<file path="src/rtl/harris_pkg.sv">
// Shared types and width helpers for the Harris/Moravec SSD corner scorer.
package harris_pkg;

    typedef enum logic [1:0] {
        ST_ACCUM,
        ST_DRAIN,
        ST_EMIT
    } state_t;

    // Width of a counter that must hold values 0..n-1 (at least one bit).
    function automatic int cnt_width(input int n);
        return (n > 1) ? $clog2(n) : 1;
    endfunction

    // SSD width: a squared pixel difference times the window size never overflows.
    function automatic int acc_width(input int pix_w, input int win);
        return 2 * pix_w + $clog2(win);
    endfunction

endpackage

</file>
<file path="src/rtl/harris_sq_diff.sv">
// Two-stage pipe: registers |b-a| and then its square.
module harris_sq_diff #(
    parameter int PIX_W = 8
) (
    input  logic               clk,
    input  logic               rst,
    input  logic               v_in,
    input  logic [PIX_W-1:0]   a,
    input  logic [PIX_W-1:0]   b,
    output logic               v_out,
    output logic [2*PIX_W-1:0] sq
);

    localparam int SQ_W = 2 * PIX_W;

    logic signed [PIX_W:0] diff;
    logic [PIX_W-1:0]      d;
    logic                  v1;

    // One extra bit keeps the difference signed so negative results do not wrap.
    assign diff = $signed({1'b0, b}) - $signed({1'b0, a});

    // Stage 1: absolute difference.
    always_ff @(posedge clk) begin
        if (rst) begin
            v1 <= 1'b0;
            d  <= '0;
        end else begin
            v1 <= v_in;
            d  <= diff[PIX_W] ? PIX_W'(-diff) : diff[PIX_W-1:0];
        end
    end

    // Stage 2: square of the absolute difference.
    always_ff @(posedge clk) begin
        if (rst) begin
            v_out <= 1'b0;
            sq    <= '0;
        end else begin
            v_out <= v1;
            sq    <= SQ_W'(d) * SQ_W'(d);
        end
    end

endmodule

</file>
<file path="src/rtl/harris_ssd_min.sv">
// Windowed multi-shift SSD corner scorer: accumulates per-shift SSD,
// tracks the minimum and reports score, shift index and corner flag.
module harris_ssd_min
    import harris_pkg::*;
#(
    parameter int PIX_W      = 8,
    parameter int WIN_PIXELS = 9,
    parameter int NUM_SHIFTS = 8,
    parameter int ACC_W      = acc_width(PIX_W, WIN_PIXELS),
    parameter int IDX_W      = cnt_width(NUM_SHIFTS)
) (
    input  logic             clk,
    input  logic             rst,
    input  logic             in_valid,
    output logic             in_ready,
    input  logic [PIX_W-1:0] in_center,
    input  logic [PIX_W-1:0] in_target,
    input  logic [ACC_W-1:0] in_thresh,
    output logic             out_valid,
    input  logic             out_ready,
    output logic [ACC_W-1:0] out_score,
    output logic [IDX_W-1:0] out_idx,
    output logic             out_corner
);

    localparam int PCW = cnt_width(WIN_PIXELS);

    state_t           state, state_nxt;
    logic [PCW-1:0]   in_pix_cnt, acc_pix_cnt;
    logic [IDX_W-1:0] in_shift_cnt, acc_shift_cnt, best_idx;
    logic [ACC_W-1:0] acc, best, thresh_q, ssd;
    logic [2*PIX_W-1:0] sq;
    logic             sq_v, accept, in_last_pix, in_last_shift, close, frame_done;

    assign in_ready      = (state == ST_ACCUM) && !rst;
    assign out_valid     = (state == ST_EMIT);
    assign accept        = in_valid & in_ready;
    assign in_last_pix   = (in_pix_cnt == PCW'(WIN_PIXELS - 1));
    assign in_last_shift = (in_shift_cnt == IDX_W'(NUM_SHIFTS - 1));
    assign close         = sq_v && (acc_pix_cnt == PCW'(WIN_PIXELS - 1));
    assign ssd           = acc + ACC_W'(sq);

    harris_sq_diff #(.PIX_W(PIX_W)) u_sq (
        .clk   (clk),
        .rst   (rst),
        .v_in  (accept),
        .a     (in_center),
        .b     (in_target),
        .v_out (sq_v),
        .sq    (sq)
    );

    // FSM state register.
    always_ff @(posedge clk) begin
        if (rst) state <= ST_ACCUM;
        else     state <= state_nxt;
    end

    // FSM next-state logic.
    always_comb begin
        state_nxt = state;
        unique case (state)
            ST_ACCUM: if (accept && in_last_pix && in_last_shift) state_nxt = ST_DRAIN;
            ST_DRAIN: if (frame_done) state_nxt = ST_EMIT;
            ST_EMIT:  if (out_ready) state_nxt = ST_ACCUM;
            default:  state_nxt = ST_ACCUM;
        endcase
    end

    // Input framing counters; threshold captured on the first pair of a frame.
    always_ff @(posedge clk) begin
        if (rst) begin
            in_pix_cnt   <= '0;
            in_shift_cnt <= '0;
            thresh_q     <= '0;
        end else if (accept) begin
            if (in_pix_cnt == '0 && in_shift_cnt == '0) thresh_q <= in_thresh;
            if (in_last_pix) begin
                in_pix_cnt   <= '0;
                in_shift_cnt <= in_last_shift ? '0 : in_shift_cnt + IDX_W'(1);
            end else begin
                in_pix_cnt <= in_pix_cnt + PCW'(1);
            end
        end
    end

    // Accumulate squares per shift and keep the strict minimum across shifts.
    // Framing here is counted on the pipe output, so no tags travel through the pipe.
    always_ff @(posedge clk) begin
        if (rst) begin
            acc           <= '0;
            acc_pix_cnt   <= '0;
            acc_shift_cnt <= '0;
            best          <= '1;
            best_idx      <= '0;
            frame_done    <= 1'b0;
        end else begin
            if (sq_v) begin
                if (close) begin
                    acc         <= '0;
                    acc_pix_cnt <= '0;
                    if (acc_shift_cnt == '0 || ssd < best) begin
                        best     <= ssd;
                        best_idx <= acc_shift_cnt;
                    end
                    if (acc_shift_cnt == IDX_W'(NUM_SHIFTS - 1)) begin
                        acc_shift_cnt <= '0;
                        frame_done    <= 1'b1;
                    end else begin
                        acc_shift_cnt <= acc_shift_cnt + IDX_W'(1);
                    end
                end else begin
                    acc         <= ssd;
                    acc_pix_cnt <= acc_pix_cnt + PCW'(1);
                end
            end
            if (state == ST_DRAIN && frame_done) frame_done <= 1'b0;
            if (state == ST_EMIT && out_ready) begin
                best     <= '1;
                best_idx <= '0;
            end
        end
    end

    // Result registers, loaded once the last window has closed.
    always_ff @(posedge clk) begin
        if (rst) begin
            out_score  <= '0;
            out_idx    <= '0;
            out_corner <= 1'b0;
        end else if (state == ST_DRAIN && frame_done) begin
            out_score  <= best;
            out_idx    <= best_idx;
            out_corner <= (best > thresh_q);
        end
    end

endmodule
</file>
<file path="config.mk">
export PLATFORM = sky130hd
export DESIGN_NAME = harris_ssd_min
export DESIGN_NICKNAME = d
export VERILOG_FILES = /design/src/rtl/harris_pkg.sv /design/src/rtl/harris_sq_diff.sv /design/src/rtl/harris_ssd_min.sv
export SDC_FILE = /design/constraint.sdc
export NUM_CORES = 1
export LEC_CHECK = 0
export CORE_AREA = 4 4 138 140
export DETAILED_ROUTE_END_ITERATION = 7
export DIE_AREA = 0 0 142 144
export PLACE_DENSITY_LB_ADDON = 0.2
export SYNTH_ARGS = -nofsm -noshare
export SYNTH_HDL_FRONTEND = slang
export SYNTH_SLANG_ARGS = --single-unit
</file>
<file path="constraint.sdc">
create_clock -name clk -period 11.6 [get_ports clk]
set_clock_uncertainty 0.05 [all_clocks]
set_input_delay 2.32 -clock clk [delete_from_list [all_inputs] [get_ports clk]]
set_output_delay 2.32 -clock clk [all_outputs]
set_load 0.03 [all_outputs]
</file>
==> results of run 1 <==
==> state kept, by name, indices dropped and copies added, names as in the netlist, 4 cells and up <==
register     flops
acc             20
best            20
out_score       20
thresh_q        20
u_sq.sq         15
u_sq.d           8
acc_pix_cnt      4
in_pix_cnt       4
==> metrics by stage <==
stage	power, mW	instance area (µm²)	setup WS, ns	instances	util, %
after CTS	1.36	10100	5.79	1336	56.7
after detailed placement	0.820	9520	5.80	1304	53.4
final	1.35	10100	5.80	1336	56.7
after global routing	1.44	10100	5.74	1336	56.7
after global placement	0.814	9520	5.86	1304	53.4
after floorplan	0.755	8770	6.08	1051	-
==> cell families (layout without fill, tap and decap cells) <==
group / count (synthesis) / in the layout / synth area share, %
AO/OA/AOI/OAI: 236 / 236 / 17.3
XOR/XNOR: 33 / 33 / 3.30
adder cells (fa/ha/maj): 131 / 131 / 21.0
buffers and inverters: 171 / 227 / 7.80
flip-flops: 129 / 129 / 29.4
multiplexers: 29 / 29 / 3.38
AND/OR/NAND/NOR: 322 / 322 / 17.7
==> worst max-delay path, cell delays in order <==
cell and delay [ns]:
buf_4 0.16, nor3_1 0.22, clkdlybuf4s50_1 0.72
==> layer usage <==
layer	GRT usage, %	share of wire, %	vias to the layer above
met5	0	0	-
met4	5.40	1.2	0
met3	3.84	3.9	17
met2	32.5	47	123
met1	25.8	47	3347
li1	-	-	3692
==> cell usage in the layout (no fill, tap or decap), types with 6 or more instances in the layout <==
cell type,instances
clkbuf_16,17
o21a_1,8
nor3_1,18
nor2_1,78
dfxtp_1,129
nor2b_1,16
clkdlybuf4s50_1,64
nand2_1,105
o211ai_1,17
inv_1,125
a211oi_1,7
and2_1,20
mux2i_1,24
a22oi_1,11
xnor2_1,22
o21ai_0,41
ha_1,104
fa_1,27
xor2_1,11
a21oi_1,91
or3_1,7
a21o_1,12
nand4_1,15
nand3_1,31
clkinv_2,6
==> final timing paths <==
path	from	endpoint	slack, ns	depth (start not counted)
setup / recovery	rst	in_ready	5.80	3
hold reg to reg	out_score[4]	out_score[4]	0.40	2
setup reg to reg	u_sq.d[3]	u_sq.sq[14]	6.88	14
hold / removal	out_score[4]	out_score[4]	0.40	2
==> power by group <==
group	internal [mW]	leakage, nW	switching (mW)
combinational	0.137	3.23	0.183
clock	0.347	0.296	0.196
sequential	0.468	1.05	0.0224
total	0.951	4.58	0.401
==> Yosys cell counts (all sizes together) (11+ instances only) <==
| cell | number |
|---|---|
| ha | 104 |
| and2 | 20 |
| o211ai | 17 |
| nor2b | 16 |
| nand4 | 15 |
| buf | 12 |
| a21o | 12 |
| mux2i | 24 |
| nand3 | 31 |
| a22oi | 11 |
| xor2 | 11 |
| nor2 | 78 |
| nor3 | 18 |
| clkbuf | 33 |
| xnor2 | 22 |
| inv | 125 |
| a21oi | 92 |
| dfxtp | 129 |
| nand2 | 105 |
| fa | 27 |
| o21ai | 44 |
==> cell type report <==
class	count	area, µm²	area share [%]
multi-input cells	751	5500	54.4
clock buffers	21	460	4.55
well taps	229	287	2.83
flip-flops and latches	129	2580	25.5
inverters	126	473	4.67
repair buffers	69	678	6.70
clock inverters	11	136	1.35
==> results_dict.tcl, run 1 <==
set metrics [dict create \
    status "completed" \
    min_path_type "flip-flop to flip-flop" \
    arrival_ns 3.43 \
    ys_warn_count 0 \
    finalHoldViolCount 0 \
    fin_crit_sh_pct 50.0 \
    fmax_mhz 173 \
    yosysSeqAreaShare_pct 29.4 \
    synth_area_mm2 0.00877 \
    pin_count 66 \
    antenna_found_initial 0 \
    h-tree-depth 4 \
    grt_max_degree 96 \
    post_cts_buffers 0 \
    setup_tns_ns 0 \
    vias_per_cell 5.37 \
    ant_nets 0 \
    yosysUniqueCellTypes 70 \
    leakage_nw 4.58 \
    clock-root-buffer "clkbuf_16" \
    firstDrtPassIters 5 \
    startpoint_type "input port" \
    synth_top_flop_cell "dfxtp_1" \
    fin_nets 1265 \
    antenna_cells 0 \
    setup.worst_path.end_class "output port" \
    wl_per_cell_um 14.1 \
    cts.sinks 129 \
    portBuffers 65 \
    clkTransAtPathRegs_ns 0.05 \
    ctsHoldBuffers 0 \
    drive_gt1_share_pct 5.60 \
    netlist_instances 1051 \
    die_height_um 144 \
    hpwlAfterDp_um 14100 \
    die_w_um 142 \
    tightest_slew_ns 1.06 \
    worst-path-max-fanout 14 \
    relSlewSlack_pct 29.1 \
    synth_area_leaders "dfxtp_1 29%, ha_1 15%, fa_1 6.2%, inv_1 5.4%, a21oi_1 5.2%" \
    drt-total-wl_um 18800 \
    cellPowerDensity_mw_per_mm2 134 \
    drc 0 \
    synth-edff-count 0 \
    filler_cell_count 1629 \
    grt_pass1_wl_um 32600 \
    slew_violations 0 \
    synth.avg_cell_area_um2 8.34 \
    cts_resized 0 \
    grt_usage_pct 19.5 \
    overflow 0 \
    initial_utilization_pct 49.2 \
    whs_ns 0.402 \
    rsz0062_at_grt "no" \
    area_delta_synth_final_pct 15.4 \
    ctsLongestPathBuffers 2 \
    grt_pass1_vias 6970 \
    drv_cap 0 \
    num_rows 49 \
    cts_tree "built" \
    cp.required_ns 9.23 \
    setup_viol 0 \
    fin_crit_ns 5.80 \
    die_area_mm2 0.0204 \
    via_count 7179 \
    routabilityCongestion 0.861 \
    core_mm2 0.0178 \
    synth_nets 1222 \
    ir_worst_vdd_mv 0.110 \
    setup.worst_path.class "input port to output port" \
    synth-async-reset-ratio_pct 0 \
    drt_iter0_drc 383 \
    ys_seq_elements 129 \
    numCtsBuffers 17 \
    yosys.area.top_type "dfxtp_1" \
    yosysTopAreaCellShare_pct 29.4 \
    insertion_delay_ns 0.42 \
]
Power figures use the tool's default switching activity.
==> run 2, diff against run 1 <==
Clock period 11.6 ns to 5.5 ns, I/O delays scaled along.
==> run 2 against run 1 <==
  * Clock power rose by 110%
  * Sequential share of layout area about the same
  * Via count grew 1.1%
==> results_dict.tcl, run 2 (synthesis gave the netlist of run 1 again) <==
set metrics [dict create \
    cellPowerDensity_mw_per_mm2 282 \
    grt_max_degree 98 \
    setup.worst_path.end_class "flip-flop" \
    setup_viol 0 \
    area_delta_synth_final_pct 15.5 \
    die_w_um 142 \
    fin_crit_ns 4.71 \
    ctsHoldBuffers 0 \
    drive_gt1_share_pct 5.60 \
    holdCritStartpoint "u_sq.v1" \
    numCtsBuffers 17 \
    initial_utilization_pct 49.2 \
    routabilityCongestion 0.830 \
    post_cts_buffers 0 \
    r2r-start "u_sq.d[5]" \
    drc 0 \
    grt_pass1_wl_um 32500 \
    startpoint_type "flip-flop" \
    portBuffers 65 \
    antenna_found_initial 0 \
    multi_input_area_mm2 0.00550 \
    cp.required_ns 5.76 \
    wl_per_cell_um 14.3 \
    cts.sinks 129 \
    drv_cap 0 \
    vias_per_cell 5.43 \
    setup.worst_path.class "flip-flop to flip-flop" \
    r2r_slack_ns 0.79 \
    core_mm2 0.0178 \
    finalHoldViolCount 0 \
    antenna_cells 0 \
    cts_tree "built" \
    overflow 0 \
    layout_common_cells "129 x dfxtp_1, 125 x inv_1, 105 x nand2_1" \
    via_count 7258 \
    grt_pass1_vias 6917 \
    status "completed" \
    hold_depth 1 \
    die_area_mm2 0.0204 \
    rsz0062_at_grt "no" \
    clkTransAtPathRegs_ns 0.06 \
    num_rows 49 \
    drt_iter0_drc 396 \
    hpwlAfterDp_um 14300 \
    setup_ws_ns 0.792 \
    clock-root-buffer "clkbuf_16" \
    cts_resized 0 \
    fmax_mhz 212 \
    pin_count 66 \
    ant_nets 0 \
    firstDrtPassIters 5 \
    fin_crit_sh_pct 85.6 \
    ir_worst_vdd_mv 0.232 \
    fin_nets 1266 \
    arrival_ns 4.97 \
    tightest_slew_ns 1.04 \
    ctsLongestPathBuffers 2 \
    h-tree-depth 4 \
    leakage_nw 4.57 \
    die_height_um 144 \
    hold_end "u_sq.v_out" \
    post-place-ws_ns 0.834 \
    insertion_delay_ns 0.42 \
    grt_usage_pct 19.3 \
    regArea_mm2 0.00258 \
    worst-path-max-fanout 9 \
    setup_tns_ns 0 \
    final_common_cell "dfxtp_1" \
    drt-total-wl_um 19100 \
    slew_violations 0 \
    min_path_type "flip-flop to flip-flop" \
    r2r_cells 14 \
    filler_cell_count 1667 \
    r2r-end "u_sq.sq[14]" \
    relSlewSlack_pct 30.5 \
]
-- run 2: where the power goes --
part,total (mW),internal [mW],switching (mW)
Combinational,0.690,0.291,0.399
Clock,1.14,0.731,0.410
Sequential,1.03,0.986,0.0416
-- run 2: routing by layer --
metal  wire, µm  GRT usage [%]  vias up
met1       8990           25.2     3401
met3        715           3.24       23
met2       9040           33.0      119
met4        312           5.76        0
met5          0              0        -
li1           -              -     3715
-- run 2: worst max path at each step --
stage | to | cells after the start | start
after floorplan | u_sq.sq[14] | 15 | u_sq.d[5]
after global placement | u_sq.sq[14] | 14 | u_sq.d[5]
after detailed placement | u_sq.sq[14] | 14 | u_sq.d[5]
after CTS | u_sq.sq[14] | 14 | u_sq.d[5]
after global routing | u_sq.sq[14] | 14 | u_sq.d[5]
final | u_sq.sq[14] | 14 | u_sq.d[5]
-- run 2: worst max-delay path, cell delays in order, from the launching register on --
cell and delay, ns:
dfxtp_1 0.49, inv_1 0.12, nor2_1 0.21, fa_1 0.48, fa_1 0.54, inv_1 0.05, fa_1 0.50, fa_1 0.54
inv_1 0.04, ha_1 0.32, o21ai_0 0.27, nor2b_1 0.17, a21oi_1 0.09, a311oi_1 0.35, mux2_2 0.37
-- run 2: cell type report --
type	count	share of cell area, %
Clock buffer	21	4.55
Clock inverter	10	1.32
Inverter	126	4.67
Multi-Input combinational cell	751	54.4
Sequential cell	129	25.5
Tap cell	229	2.83
Timing Repair Buffer	70	6.77
-- run 2: through the flow --
step                      instances  hold slack [ns]  total power [mW]  area, µm²  utilization [%]
final                          1336            0.385              2.86      10100             56.8
after global routing           1336            0.421              3.03      10100             56.8
after CTS                      1336            0.391              2.89      10100             56.8
after detailed placement       1305            0.378              1.74       9530             53.4
after global placement         1305            0.371              1.73       9530             53.4
after floorplan                1051            0.364              1.59       8770                -
==> run 3, diff against run 2 <==
--- a/config.mk
+++ b/config.mk
@@ -6,7 +6,9 @@
 export NUM_CORES = 1
 export LEC_CHECK = 0
-export CORE_AREA = 4 4 138 140
+export CELL_PAD_IN_SITES_DETAIL_PLACEMENT = 0
+export CELL_PAD_IN_SITES_GLOBAL_PLACEMENT = 1
+export CORE_AREA = 4 4 145 147
 export DETAILED_ROUTE_END_ITERATION = 7
-export DIE_AREA = 0 0 142 144
+export DIE_AREA = 0 0 149 151
 export PLACE_DENSITY_LB_ADDON = 0.2
 export SYNTH_ARGS = -nofsm -noshare
--- a/constraint.sdc
+++ b/constraint.sdc
@@ -3,3 +3,3 @@
 set_input_delay 1.1 -clock clk [delete_from_list [all_inputs] [get_ports clk]]
 set_output_delay 1.1 -clock clk [all_outputs]
-set_load 0.03 [all_outputs]
+set_load 0.005 [all_outputs]
==> run 3 against run 2 <==
  * Fmax is 0.16% higher
  * Final cell count is 3.3% higher
  * Worst hold slack better by 0.017 ns
  * Sequential share of layout area is 0.12 points lower
  * Utilization is 5.7 points lower
==> results_dict.tcl, run 3 (synthesis gave the netlist of run 1 again) <==
set metrics [dict create \
    tightest_slew_ns 1.14 \
    final_common_cell "dfxtp_1" \
    setup_tns_ns 0 \
    clkPwrFrac_pct 39.1 \
    met2_length_um 9720 \
    die_area_mm2 0.0225 \
    layout_common_cells "129 x dfxtp_1, 125 x inv_1, 105 x nand2_1" \
    num_rows 52 \
    ctsLongestPathBuffers 2 \
    portBuffers 65 \
    pwr-share-seq_pct 36.4 \
    fin_crit_sh_pct 85.5 \
    die_height_um 151 \
    grt_pass1_vias 6955 \
    setup.worst_path.end_class "flip-flop" \
    via_count 7094 \
    insertion_delay_ns 0.43 \
    wl_per_cell_um 14.6 \
    finalHoldViolCount 0 \
    worst-path-max-fanout 9 \
    ant_nets 0 \
    final_core_util_pct 51.1 \
    cts.sinks 129 \
    power_switching_mw 0.913 \
    cts_tree "built" \
    arrival_ns 4.95 \
    setup_ws_ns 0.800 \
    startpoint_type "flip-flop" \
    ir_worst_vdd_mv 0.195 \
    grt_max_degree 60 \
    fin_nets 1268 \
    ctsHoldBuffers 0 \
    firstDrtPassIters 5 \
    routabilityCongestion 0.814 \
    setup.worst_path.class "flip-flop to flip-flop" \
    layout.cells.non_filler 1380 \
    antenna_cells 0 \
    numCtsBuffers 17 \
    drt_iter0_drc 334 \
    core_mm2 0.0199 \
    grt_pass1_wl_um 33900 \
    drc 0 \
    cp.required_ns 5.75 \
    pwr-share-comb_pct 24.6 \
    cellPowerDensity_mw_per_mm2 278 \
    r2r_slack_ns 0.80 \
    clock-root-buffer "clkbuf_16" \
    drt-total-wl_um 20100 \
    dp_cells 1348 \
    top_layer_used "met4" \
    die_w_um 149 \
    drive_gt1_share_pct 6.04 \
    cts_resized 0 \
    antenna_found_initial 0 \
    dr_wl_met3_um 613 \
    slew_violations 0 \
    filler_cell_count 1979 \
    clkTransAtPathRegs_ns 0.06 \
    status "completed" \
    post-place-ws_ns 0.818 \
    switching_share_pct 32.3 \
    relSlewSlack_pct 23.9 \
    wl_met1_um 9550 \
    internal_power_mw 1.91 \
    rsz0062_at_grt "no" \
    vias_per_cell 5.14 \
    pin_count 66 \
    drv_cap 0 \
    h-tree-depth 4 \
    overflow 0 \
    hpwlAfterDp_um 15500 \
    post_cts_buffers 0 \
    area_delta_synth_final_pct 16.0 \
    setup_viol 0 \
    fmax_mhz 213 \
    min_path_type "flip-flop to flip-flop" \
    initial_utilization_pct 44.0 \
    fin_crit_ns 4.70 \
    leakage_nw 4.58 \
    grt_usage_pct 18.6 \
]
run 3: path summary, 6_finish.rpt:
kind / end / startpoint / cells past startpoint
max: u_sq.sq[14] / u_sq.d[5] / 14
min: out_score[7] / out_score[7] / 2
max reg2reg: u_sq.sq[14] / u_sq.d[5] / 14
min reg2reg: out_score[7] / out_score[7] / 2
run 3: metrics by stage:
stage	hold slack, ns	cell area (µm²)	power [mW]
after global placement	0.394	9600	1.75
after floorplan	0.364	8770	1.59
after CTS	0.404	10200	2.87
final	0.402	10200	2.83
after global routing	0.420	10200	3.00
after detailed placement	0.396	9600	1.75
run 3: worst max-delay path, cell delays in order (launching register included):
cell      delay (ns)
dfxtp_1         0.50
inv_1           0.12
nor2_1          0.22
fa_1            0.49
fa_1            0.54
inv_1           0.05
fa_1            0.50
fa_1            0.54
inv_1           0.04
ha_1            0.32
o21ai_0         0.26
nor2b_1         0.16
a21oi_1         0.08
a311oi_1        0.34
mux2_2          0.37
run 3: final cells by class:
cell class	instances	area, µm²	share of cell area (%)
clock buffer	17	425	4.18
clock inverter	15	150	1.48
inverter	126	473	4.65
multi-input combinational	751	5500	54.1
sequential	129	2580	25.4
tap	270	338	3.32
timing repair buffer	72	701	6.89
run 3: layer usage:
metal	global-route usage (%)	vias to the layer above
met5	0	-
met4	5.22	0
met3	2.81	21
met2	31.6	101
met1	24.6	3259
li1	-	3713
run 3: power by group through the flow:
stage	sequential [mW]	clock [mW]	combinational (mW)
2_1_floorplan	1.03	0	0.566
3_5_place_dp	1.05	0	0.699
6_report	1.03	1.10	0.694
5_1_grt	1.04	1.17	0.795
4_1_cts	1.03	1.13	0.705
3_3_place_gp	1.05	0	0.698
